**config.mk**
```make
export PLATFORM = sky130hd
export DESIGN_NAME = mem_arbiter
export DESIGN_NICKNAME = d
export VERILOG_FILES = /design/src/rtl/mem_arb_pkg.sv /design/src/rtl/mem_arb_sel.sv /design/src/rtl/mem_arbiter.sv
export SDC_FILE = /design/constraint.sdc
export NUM_CORES = 1
export LEC_CHECK = 0
export ABC_AREA = 0
export CORE_AREA = 5 5 645 647
export CTS_CLUSTER_SIZE = 20
export DETAILED_ROUTE_END_ITERATION = 7
export DIE_AREA = 0 0 650 652
export MAX_ROUTING_LAYER = met4
export SYNTH_ARGS = -nofsm -noshare
export SYNTH_HDL_FRONTEND = slang
export SYNTH_SLANG_ARGS = --single-unit
```
**constraint.sdc**
```tcl
create_clock -name clk_i -period 5.9 [get_ports clk_i]
set_clock_uncertainty 0.15 [all_clocks]
set_input_delay 1.77 -clock clk_i [delete_from_list [all_inputs] [get_ports clk_i]]
set_output_delay 1.77 -clock clk_i [all_outputs]
set_load 0.05 [all_outputs]
```
**src/rtl/mem_arb_pkg.sv**
```systemverilog
// Shared types and defaults for the two-port memory arbiter (icache on port 0, dcache on port 1).
package mem_arb_pkg;

    localparam int unsigned ADDR_W_DEFAULT  = 32;
    localparam int unsigned LINE_W_DEFAULT  = 256;
    localparam int unsigned TIMEOUT_DEFAULT = 1023;

    localparam logic PORT_I = 1'b0;
    localparam logic PORT_D = 1'b1;

    typedef enum logic [1:0] {
        StIdle = 2'd0,
        StGnt0 = 2'd1,
        StGnt1 = 2'd2
    } state_e;

endpackage

```
**src/rtl/mem_arb_sel.sv**
```systemverilog
// Combinational winner select for the memory arbiter.
// MEM_ARB_RR_EN selects round-robin on contention; otherwise port 1 (dcache) has fixed priority.
module mem_arb_sel
    import mem_arb_pkg::*;
(
    input  logic p0_enable_i,
    input  logic p1_enable_i,
    input  logic last_grant_i,
    output logic req_o,
    output logic winner_o
);

`ifndef MEM_ARB_RR_EN
    // last_grant is tracked by the top but plays no part in fixed-priority selection.
    logic unused_last_grant;
    assign unused_last_grant = last_grant_i;
`endif

    always_comb begin
        req_o    = p0_enable_i | p1_enable_i;
        winner_o = PORT_I;
        if (p0_enable_i && p1_enable_i) begin
`ifdef MEM_ARB_RR_EN
            winner_o = ~last_grant_i;
`else
            winner_o = PORT_D;
`endif
        end else if (p1_enable_i) begin
            winner_o = PORT_D;
        end
    end

endmodule

```
**src/rtl/mem_arbiter.sv**
```systemverilog
// Two-port arbiter sharing one line-wide memory interface, with a per-transaction watchdog.
// Build with MEM_ARB_RR_EN defined for round-robin arbitration (see mem_arb_sel).
module mem_arbiter
    import mem_arb_pkg::*;
#(
    parameter int unsigned ADDR_W  = ADDR_W_DEFAULT,
    parameter int unsigned LINE_W  = LINE_W_DEFAULT,
    parameter int unsigned TIMEOUT = TIMEOUT_DEFAULT
) (
    input  logic              clk_i,
    input  logic              rst_i,

    input  logic              p0_enable_i,
    input  logic              p0_write_i,
    input  logic [ADDR_W-1:0] p0_addr_i,
    input  logic [LINE_W-1:0] p0_data_i,
    output logic              p0_ack_o,
    output logic [LINE_W-1:0] p0_data_o,

    input  logic              p1_enable_i,
    input  logic              p1_write_i,
    input  logic [ADDR_W-1:0] p1_addr_i,
    input  logic [LINE_W-1:0] p1_data_i,
    output logic              p1_ack_o,
    output logic [LINE_W-1:0] p1_data_o,

    output logic              mem_enable_o,
    output logic              mem_write_o,
    output logic [ADDR_W-1:0] mem_addr_o,
    output logic [LINE_W-1:0] mem_data_o,
    input  logic [LINE_W-1:0] mem_data_i,
    input  logic              mem_ack_i,

    output logic              err_o,
    output logic              busy_o
);

    localparam int unsigned TimerW = $clog2(TIMEOUT + 1);

    state_e              state_q,      state_d;
    logic [TimerW-1:0]   timer_q,      timer_d;
    logic                last_grant_q, last_grant_d;
    logic                mem_enable_q, mem_enable_d;
    logic                mem_write_q,  mem_write_d;
    logic [ADDR_W-1:0]   mem_addr_q,   mem_addr_d;
    logic [LINE_W-1:0]   mem_data_q,   mem_data_d;
    logic                err_q,        err_d;

    logic req;
    logic winner;

    mem_arb_sel u_sel (
        .p0_enable_i  (p0_enable_i),
        .p1_enable_i  (p1_enable_i),
        .last_grant_i (last_grant_q),
        .req_o        (req),
        .winner_o     (winner)
    );

    always_comb begin
        state_d      = state_q;
        timer_d      = timer_q;
        last_grant_d = last_grant_q;
        mem_enable_d = mem_enable_q;
        mem_write_d  = mem_write_q;
        mem_addr_d   = mem_addr_q;
        mem_data_d   = mem_data_q;
        err_d        = err_q;

        case (state_q)
            StIdle: begin
                mem_enable_d = 1'b0;
                if (req) begin
                    state_d      = (winner == PORT_D) ? StGnt1 : StGnt0;
                    timer_d      = '0;
                    mem_enable_d = 1'b1;
                    mem_write_d  = (winner == PORT_D) ? p1_write_i : p0_write_i;
                    mem_addr_d   = (winner == PORT_D) ? p1_addr_i  : p0_addr_i;
                    mem_data_d   = (winner == PORT_D) ? p1_data_i  : p0_data_i;
                end
            end
            StGnt0, StGnt1: begin
                // An ack arriving in the watchdog's final cycle still completes normally.
                if (mem_ack_i) begin
                    state_d      = StIdle;
                    mem_enable_d = 1'b0;
                    last_grant_d = (state_q == StGnt1) ? PORT_D : PORT_I;
                end else if (timer_q == TimerW'(TIMEOUT)) begin
                    state_d      = StIdle;
                    mem_enable_d = 1'b0;
                    err_d        = 1'b1;
                end else begin
                    timer_d = timer_q + TimerW'(1);
                end
            end
            default: begin
                state_d      = StIdle;
                mem_enable_d = 1'b0;
            end
        endcase
    end

    always_ff @(posedge clk_i or negedge rst_i) begin
        if (!rst_i) begin
            state_q      <= StIdle;
            timer_q      <= '0;
            last_grant_q <= 1'b0;
            mem_enable_q <= 1'b0;
            mem_write_q  <= 1'b0;
            mem_addr_q   <= '0;
            mem_data_q   <= '0;
            err_q        <= 1'b0;
        end else begin
            state_q      <= state_d;
            timer_q      <= timer_d;
            last_grant_q <= last_grant_d;
            mem_enable_q <= mem_enable_d;
            mem_write_q  <= mem_write_d;
            mem_addr_q   <= mem_addr_d;
            mem_data_q   <= mem_data_d;
            err_q        <= err_d;
        end
    end

    always_comb begin
        p0_ack_o  = (state_q == StGnt0) && mem_ack_i;
        p1_ack_o  = (state_q == StGnt1) && mem_ack_i;
        p0_data_o = (state_q == StGnt0) ? mem_data_i : '0;
        p1_data_o = (state_q == StGnt1) ? mem_data_i : '0;
    end

    assign mem_enable_o = mem_enable_q;
    assign mem_write_o  = mem_write_q;
    assign mem_addr_o   = mem_addr_q;
    assign mem_data_o   = mem_data_q;
    assign err_o        = err_q;
    assign busy_o       = (state_q != StIdle);

endmodule
```
* After elaboration in Yosys (flattened, before gate mapping) *
Cells that the tools add are included.
W data, S select, Z words.

storage, ports and cells
  register bits = 303
  bits in latches = 0
  bits in writable memories = 0
  memory bits (read-only) = 0
  bits of input ports = 839
  output and inout port bits = 806
  memories kept = 0

operators by class
  add/subtract/negate cells = 1
  multipliers = 0
  divide/modulo/power cells = 0
  order comparisons = 0
  equal/unequal tests = 7
  shifts and indexed selects = 0
  muxes and demuxes = 20
  bitwise operators = 2
  reductions and logical operators = 11

operators by type and width
  cell                     number
  $mux W256                3
  $mux W32                 1
  $mux W10                 3
  $pmux W10 S2             1
  $add A10 B1 Y10 const B  1
  $eq A10 B10 Y1 const B   1
  $mux W2                  4
  $mux W1                  6
  $ne A2 B2 Y1 const B     3
  $pmux W2 S2              1
  $reduce_and A2 Y1        2
  $reduce_and A4 Y1        1
  $reduce_bool A2 Y1       2
  $logic_and A1 B1 Y1      3
  $ne A3 B3 Y1 const B     1
  $reduce_and A3 Y1        1
  $eq A2 B1 Y1 const B     1
  $eq A2 B2 Y1 const B     1
  $logic_not A2 Y1         1
  $pmux W1 S2              1
  $reduce_or A2 Y1         1
  $not A1 Y1               1
  $or A1 B1 Y1             1

* Longest topological paths before layout *
  depth after elaboration = 5
  gate-level depth with buffers = 9
  gate-level depth less buffers = 6

* Modules after synthesis *
Synthesis repeated with hierarchy kept, for this count alone.

unflattened totals
  cell total of the unflattened synthesis = 1,913
  area total of the unflattened synthesis = 17,449.2 µm²

by module, submodules not included
  module       times used  cells each  area an instance (µm²)  sequential area each (µm²)
  mem_arbiter  1           1,911       17,439.2                7,607.3
  mem_arb_sel  1           2           10.0                    0.0

* Least setup slack after synthesis *
No wires, ideal clock.

  path kind = input-to-output
  from = input port mem_ack_i
  to = output port p0_ack_o
  data arrival time = 2.182 ns
  slack = 1.798 ns
  stages = 1
  path through = and2_1

on the way
  word-level cells in the longest chain between the ends = 1

ends and longest elaborated chain
  what                 RTL line            source
  from (decl)          mem_arbiter.sv:32   input logic mem_ack_i,
  $logic_and A1 B1 Y1  mem_arbiter.sv:126  p0_ack_o = (state_q == StGnt0) && mem_ack_i;
  to (decl)            mem_arbiter.sv:17   output logic p0_ack_o,

Every way passes these cells.

* Final worst setup path *
  from = input port mem_data_i[250]
  to = output port p0_data_o[250]

on the way
  word-level cells in the longest chain between the ends = 1

ends and longest elaborated chain
  what         RTL line            source
  from (decl)  mem_arbiter.sv:31   input logic [LINE_W-1:0] mem_data_i,
  $mux W256    mem_arbiter.sv:128  p0_data_o = (state_q == StGnt0) ? mem_data_i : '0;
  to (decl)    mem_arbiter.sv:18   output logic [LINE_W-1:0] p0_data_o,

Every way passes these cells.

==> results.md <==
- Crit path buf inv count: 2
- Post-route clock period utilization: 92.47%
- Crit path max-delay cell type: clkdlybuf4s50_1
- Top-count cell post-synth: and2_1
- Synth Register Bits: 303
- Critical path class: primary input to output pin
- Cell area after synthesis: about 0.017 sq mm
- Largest net degree at the start of global routing: 179
- Final ANT Viol Nets: 0
- Worst path max stage delay: 0.85 ns
- Final Hold Viols: 0
- Final Max Slew Viols: 0
- P_leak: roughly 16 nW
- Worst hold margin: approximately 0.31 ns
- FMAX: 183.3 MHz
- H-Tree Depth: 2
- Routability congestion estimate: 1.334
- DR vias/cell: 2.451
- Min-Delay Path Class: register to register
- Post-CTS setup buffer count: 0
- Mean Syn Cell Area: 9.163 sq um
- Core area: between 0.4 and 0.5 sq mm
- Vias: 22310
- Req. time, crit path: 3.98 ns
- Port Buffers: 1644
- VDD IR max: 0.2377 mV
- Cell Pwr Density: approximately 530 mW/mm^2
- Die area: 0.4238 sq mm
- Cell area after layout: 0.04143 sq mm
- Max-cap violations: 0
- Overflow after GRT: 0
- Final worst setup slack: between 0.4 and 0.5 ns
- Cell types occupying the most area after synthesis: dfrtp_1 (43%), and2_1 (18%), mux2i_1 (17%)
- Worst Path Max Fanout: 2
- Register area: 0.007582 sq mm
- First-pass detailed-route iteration total: 6
- EDFF count, synth: 0
- Area Growth Syn to Fin: 137.0%
- Die Height: 652 microns
- Area leader, netlist: dfrtp_1
- Worst-case clock buffer depth: 3
- Most frequent CP cell: clkdlybuf4s50_1
- Vias in the first global route: 20907
- Worst-path clk slew: approximately 0.06 ns
- CTS sink cnt: 303
- Fin Setup TNS: 0 ns
- Int Pwr: 8.749 mW
- Yosys warns: 0
- First-pass GRT wire length: roughly 370000 microns
- Multi-input logic area: 0.009138 sq mm
- Ports: 1645
- CTS tree: yes
- Root buffer cell: clkbuf_16
- Final setup fails: 0
- Final min period: around 5.5 ns
- Worst Setup End Kind: output pin
- Post-Syn Nets: 2751
- Critical path data arrival time: roughly 3.5 ns
- Total GRT Usage: 14.94%
- RSZ-0062 raised after global routing: no
- Iteration-0 DRC Markers: 1507
- Sequential-to-total area share from yosys stat: 43.37%
- Share of the synthesized area in the top cell type: 43.37%
- Top cells by count, synth: and2_1 (515), dfrtp_1 (303), nand2_1 (297), mux2i_1 (291), o21ai_0 (235)
- Element type at the critical path start: primary input
- CTS Buf Count: 42
- Row count: approximately 240
- Gates resized, CTS repair: 0
- Switching power: 13.01 mW
- Count of different cell masters after synthesis: 39
- Clock Power Share: 12.3%
- WL/cell: between 30 and 40 microns
- Worst path top cell family by delay: buffers and inverters
- CP cell instances: clkdlybuf4s50_1, and2_1, clkdlybuf4s50_1
- # DRC: 0
- Placed cell area: 0.03970 sq mm
- Max-slew headroom: 23.84%
- Post-synthesis instance total: 1908
- Switching share of power: 59.79%
- Status: complete, no violations
- WL final: 322200 microns
- Sequential share of power: 16.5%
- Initial antenna violation count: 312
- Clk_lat worst skew: 0.67 ns
- Asr flop ratio synth: 100.0%
- Post-Place Worst Slack: 0.3720 ns
- Layout Nets: between 4000 and 5000
- Slew @ Worst Pin: 1.139 ns
- Starting Density: under 10%
- Filler Cell Count: around 47000
- Top_reg_cell synth: dfrtp_1
- DP HPWL: 298400 microns
- Layout cells sized above 1: 12.18%
- Die Span X: 650 microns
- Cts hold-fix bufs: 0
- Logic gate share of total power: a little under three quarters
-- final timing paths --
kind                            cells past startpoint  slack [ns]       startpoint              end
worst max-delay path                                3        0.44  mem_data_i[250]   p0_data_o[250]
worst min-delay path                                1        0.31            err_o            err_o
worst max register to register                      6        3.63       state_q[1]       timer_q[9]
worst min register to register                      1        0.31            err_o            err_o
max in group asynchronous                           2        3.61            rst_i    mem_data_o[8]
min in group asynchronous                           1        0.94            rst_i  mem_data_o[241]
-- worst register-to-register path, cell delays in order (launching register included) --
cell     delay (ns)
dfrtp_1        0.40
inv_1          0.10
ha_1           0.54
and2b_1        0.34
o21ai_2        0.13
a21o_1         0.21
a211o_1        0.29
-- stage by stage --
step | util (%) | total power, mW | cells
2_1_floorplan | - | 12.10 | 1908
4_1_cts | 10.04 | 22.19 | 8958
3_5_place_dp | 9.706 | 19.37 | 8885
3_3_place_gp | 9.706 | 19.33 | 8885
5_1_grt | 10.11 | 22.62 | 9077
6_report | 10.13 | 21.76 | 9101
-- layout make-up --
| type | count | share of cell area (%) |
|---|---|---|
| diodes | 143 | 0.8638 |
| clock buffers | 53 | 2.733 |
| clock inverters | 20 | 0.5859 |
| inverters | 6 | 0.05436 |
| multi-input cells | 1445 | 22.06 |
| flip-flops and latches | 303 | 18.30 |
| well taps | 5451 | 16.46 |
| repair buffers | 1680 | 38.94 |
-- routing by layer --
layer	part of all wire, %	vias up	routed length (microns)	GRT usage (%)
li1	-	9690	-	-
met5	0	-	0	-
met1	34	10520	108600	14.65
met3	16	431	51060	9.733
met4	4.4	0	14290	4.857
met2	46	1669	148200	24.00
-- cells by family (layout without fill, tap and decap cells) --
family,after synthesis,after routing,share of synthesized area (%)
other cells,0,143,0
simple gates,833,833,25.68
compound gates,317,317,9.454
flops,303,303,43.37
buf+inv,160,1759,4.552
fa+ha+maj,4,4,0.2863
mux,291,291,16.66
-- registers in the layout, summed over array words and instances (netlist names) --
name          count
mem_addr_o       32
mem_enable_o      1
mem_data_o      256
state_q           2
timer_q          10
err_o             1
mem_write_o       1
-- power groups by stage --
stage | clock network (mW) | registers (mW) | logic [mW]
CTS | 2.83 | 3.60 | 15.8
finish | 2.68 | 3.60 | 15.5
floorplan | 0 | 7.03 | 5.08
detailed placement | 0 | 3.63 | 15.7
global placement | 0 | 3.59 | 15.7
global route | 2.87 | 3.74 | 16.0
-- placed cells by master (no fill, tap or decap), types with 7 or more instances in the layout --
master           count
clkdlybuf4s50_1   1328
and2_1             515
buf_4              333
dfrtp_1            303
nand2_1            297
mux2i_1            291
o21ai_0            235
diode_2            143
o21ai_1             60
clkbuf_16           42
buf_12              15
clkbuf_1             7
Note: power is estimated with default switching activity, not from simulation.
